[src/rtl/regfile_mp.sv]
// Multi-port integer register file: NRD registered read ports, NWR write
// ports, hardwired-zero x0, optional same-cycle write-to-read bypass.
module regfile_mp #(
  parameter int unsigned XW     = 32,
  parameter int unsigned NREGS  = 32,
  parameter int unsigned NRD    = 2,
  parameter int unsigned NWR    = 1,
  parameter int unsigned BYPASS = 1,
  parameter int unsigned AW     = $clog2(NREGS)
) (
  input  logic              clk,
  input  logic              rst_n,
  input  logic [NRD-1:0]    rd_en_ip,
  input  logic [NRD*AW-1:0] rd_addr_ip,
  output logic [NRD*XW-1:0] rd_data_op,
  input  logic [NWR-1:0]    wr_en_ip,
  input  logic [NWR*AW-1:0] wr_addr_ip,
  input  logic [NWR*XW-1:0] wr_data_ip
);

  // x0 has no storage; entries 1..NREGS-1 only
  logic [XW-1:0] regs [1:NREGS-1];

  // value each read port will load at the next edge
  logic [XW-1:0] rd_next [NRD];

  // storage update; later ports assign last so the higher index wins a conflict
  always_ff @(posedge clk) begin
    if (!rst_n) begin
      for (int r = 1; r < int'(NREGS); r++) begin
        regs[r] <= '0;
      end
    end else begin
      for (int w = 0; w < int'(NWR); w++) begin
        if (wr_en_ip[w] && (wr_addr_ip[w*AW +: AW] != '0)) begin
          regs[wr_addr_ip[w*AW +: AW]] <= wr_data_ip[w*XW +: XW];
        end
      end
    end
  end

  // read mux: x0 forced to zero, then stored value, then optional bypass
  always_comb begin
    for (int p = 0; p < int'(NRD); p++) begin
      rd_next[p] = '0;
      if (rd_addr_ip[p*AW +: AW] != '0) begin
        rd_next[p] = regs[rd_addr_ip[p*AW +: AW]];
        if (BYPASS != 0) begin
          for (int w = 0; w < int'(NWR); w++) begin
            if (wr_en_ip[w] && (wr_addr_ip[w*AW +: AW] == rd_addr_ip[p*AW +: AW])) begin
              rd_next[p] = wr_data_ip[w*XW +: XW];
            end
          end
        end
      end
    end
  end

  // registered read outputs; a disabled port holds its last value
  always_ff @(posedge clk) begin
    if (!rst_n) begin
      rd_data_op <= '0;
    end else begin
      for (int p = 0; p < int'(NRD); p++) begin
        if (rd_en_ip[p]) begin
          rd_data_op[p*XW +: XW] <= rd_next[p];
        end
      end
    end
  end

endmodule

[config.mk]
export PLATFORM = sky130hd
export DESIGN_NAME = regfile_mp
export DESIGN_NICKNAME = d
export VERILOG_FILES = /design/src/rtl/regfile_mp.sv
export SDC_FILE = /design/constraint.sdc
export NUM_CORES = 2
export LEC_CHECK = 0
export CELL_PAD_IN_SITES_DETAIL_PLACEMENT = 1
export CELL_PAD_IN_SITES_GLOBAL_PLACEMENT = 2
export CORE_MARGIN = 1
export CORE_UTILIZATION = 30
export DETAILED_ROUTE_END_ITERATION = 8
export PLACE_DENSITY = 0.65
export RECOVER_POWER = 50
export SLEW_MARGIN = 25
export SYNTH_ARGS = -nofsm -noshare
export SYNTH_HDL_FRONTEND = slang
export SYNTH_SLANG_ARGS = --single-unit
export TNS_END_PERCENT = 5
[constraint.sdc]
create_clock -name clk -period 4.3 [get_ports clk]
set_clock_uncertainty 0.15 [all_clocks]
set_input_delay 0.645 -clock clk [delete_from_list [all_inputs] [get_ports clk]]
set_output_delay 0.645 -clock clk [all_outputs]
set_load 0.03 [all_outputs]
==> flow_summary.json <==
{
  "fin_crit_sh": 0.855,
  "synth-seq-cells": 1088,
  "port_buffers": 115,
  "grt_pass1_wl_um": 315000,
  "syn_inst": 3768,
  "yosys-top-cells-count": "edfxtp_1, and2_1, mux4_2",
  "cts_tree": "built",
  "yosys.area.top_type": "edfxtp_1",
  "crit_start": "wr_en_ip",
  "violations": "capacitance limit, slew limit",
  "synth_edf_count": 1024,
  "initial_core_util": 0.302,
  "ff2ff_path_depth": 6,
  "worstSetupEndpoint": "regs[28][9]",
  "fin_crit_ns": 3.68,
  "htreeDepth": 3,
  "end_kind": "flop",
  "crit_path_cell_trace": "dlygate4sd3_1, and2_1, nand3_1, buf_4, nor2_1, buf_4, and2_1",
  "critPathSlowestCell": "nor2_1",
  "dp_hpwl_um": 143000,
  "die_width_um": 437,
  "tightestPinTransition_ns": 1.98,
  "cp_max_fo": 19,
  "mappedNetlistArea_mm2": 0.0568,
  "cts_buffers": 119,
  "synth-main-ff-cell": "edfxtp_1",
  "crit_type": "in2reg",
  "synthTopCellsByArea": "edfxtp_1, mux4_2, and2_1",
  "power_density_mw_per_mm2": 402,
  "fin_ws_ns": 0.625,
  "root_buffer": "clkbuf_16",
  "clock_path_buffers": 3,
  "track_usage": 0.236,
  "drt_iter0_drc": 4370,
  "postRouteAntennaNets": 0,
  "final_max_slew_viol_count": 685,
  "maxCapViolations": 25,
  "reg2reg_setup_slack_ns": 1.98,
  "required_ns": 4.79,
  "drcViolationCount": 0,
  "grt_pass1_vias": 38400,
  "design_area_mm2": 0.0656,
  "p_leak_nw": 21.8,
  "antenna_found_initial": 28,
  "vdd_drop_max_mv": 0.350,
  "outcome": "finished, violations left",
  "dieArea_mm2": 0.191,
  "yosysSeqAreaShare": 0.564,
  "viasPerCell": 5.75,
  "yosys.cell_types.count": 49,
  "post-synth-top-count-cell": "edfxtp_1",
  "grt_max_degree": 59,
  "synth.avg_cell_area_um2": 15.1,
  "finalHoldViolCount": 0,
  "core_mm2": 0.188,
  "cp_data_arrival_time_ns": 4.17,
  "die-height_um": 437,
  "async_reset_ff_frac": 0,
  "syn_to_final_growth_pct": 15.5,
  "dp_slack_ns": 0.498,
  "ioPinCount": 116,
  "vias": 37100,
  "gp_congestion": 0.823,
  "slew_headroom": -0.320,
  "path_clk_slew_ns": 0.07,
  "final_nets": 3901,
  "wl_um": 228000,
  "grt.overflow.total": 0,
  "setup_viol_count_final": 0,
  "slowest_delay_ns": 1.38,
  "cp-start-kind": "input port",
  "synth_warnings": 0,
  "r2r-end": "rd_data_op[18]",
  "postCtsSetupBuffers": 0,
  "clock.fmax_ghz": 0.272,
  "holdBufCountCts": 0,
  "clk_latency_ns": 0.79,
  "yosysTopAreaCellShare": 0.542,
  "wl_per_cell_um": 35.3,
  "clock_sinks": 1088,
  "placed_area_mm2": 0.0624,
  "hp-class": "reg2reg",
  "r2r-start": "regs[19][18]",
  "drive_gt1_frac": 0.225,
  "rsz0062_at_grt": "false",
  "dr.pass1.iters": 6,
  "rows": 159,
  "cts_resized": 0
}
## cells in the final DEF (no fill, tap or decap), types with 47 or more instances in the layout
| cell | n |
|---|---|
| edfxtp_1 | 1024 |
| and2_1 | 802 |
| mux4_2 | 455 |
| and2_0 | 192 |
| mux2i_1 | 179 |
| buf_4 | 138 |
| clkbuf_16 | 120 |
| a221oi_1 | 101 |
| clkbuf_1 | 73 |
| clkdlybuf4s50_1 | 68 |
| o21a_1 | 64 |
| dfxtp_1 | 64 |
| nand2_1 | 55 |
| o21ai_0 | 47 |
## final cells by class
cell class | count | area (um^2)
antenna | 9 | 22.5
clock buffer | 166 | 3320
clock inverter | 60 | 582
fill | 19200 | 122000
inverter | 3 | 13.8
multi-input combinational | 2287 | 23400
sequential | 1088 | 32000
tap | 2495 | 3120
timing repair buffer | 350 | 3130
## worst min path at each step
stage | depth (start not counted) | start | end | slack [ns]
final | 1 | rd_data_op[29] | rd_data_op[29] | 0.34
after global routing | 1 | rd_data_op[26] | rd_data_op[26] | 0.36
after CTS | 1 | rd_data_op[26] | rd_data_op[26] | 0.35
after detailed placement | 1 | rd_data_op[27] | rd_data_op[27] | 0.34
after global placement | 1 | rd_data_op[28] | rd_data_op[28] | 0.33
after floorplan | 2 | rd_data_op[32] | rd_data_op[32] | 0.53
## critical path, delay by kind of cell
kind                   cells  cell delay [ns]
AND/OR/NAND/NOR            4             1.90
buffers and inverters      3             1.60
## cell families (layout without fill, tap and decap cells)
group,count (synthesis),after routing,synth area share
buffers and inverters,424,579,0.0325
AOI/OAI and AO/OA,480,480,0.0689
DFF,1088,1088,0.564
muxes,635,635,0.212
other,1,41,0.0000661
xor gates and xnor gates,10,10,0.00154
and+or+nand+nor,1130,1130,0.121
## through the flow
| stage | hold WS, ns | setup TNS (ns) | total power, W | cells | utilization |
|---|---|---|---|---|---|
| final | 0.342 | 0 | 0.0264 | 6458 | 0.349 |
| after global routing | 0.364 | 0 | 0.0270 | 6455 | 0.349 |
| after CTS | 0.352 | 0 | 0.0265 | 6449 | 0.353 |
| after detailed placement | 0.337 | 0 | 0.0162 | 6223 | 0.332 |
| after global placement | 0.329 | 0 | 0.0161 | 6223 | 0.332 |
| after floorplan | 0.535 | -69.12 | 0.0146 | 3799 | - |
## layer usage
layer | share of wire | routed length [um] | global-route usage
met5 | 0.00029 | 66 | 0
met1 | 0.40 | 90300 | 0.302
met4 | 0.039 | 8960 | 0.0878
met2 | 0.50 | 113000 | 0.402
met3 | 0.067 | 15300 | 0.0336
## registers in the layout, summed over array words and instances, names as in the netlist
signal,cells
rd_data_op,64
regs,1024
## power breakdown
group | switching, W | leakage [nW] | internal [W] | total, W
Sequential | 0.000422 | 10.3 | 0.0122 | 0.0126
Clock | 0.00462 | 1.89 | 0.00581 | 0.0104
Combinational | 0.00197 | 9.62 | 0.00132 | 0.00329
Total | 0.00701 | 21.8 | 0.0193 | 0.0264
(Power assumes the default switching activity.)
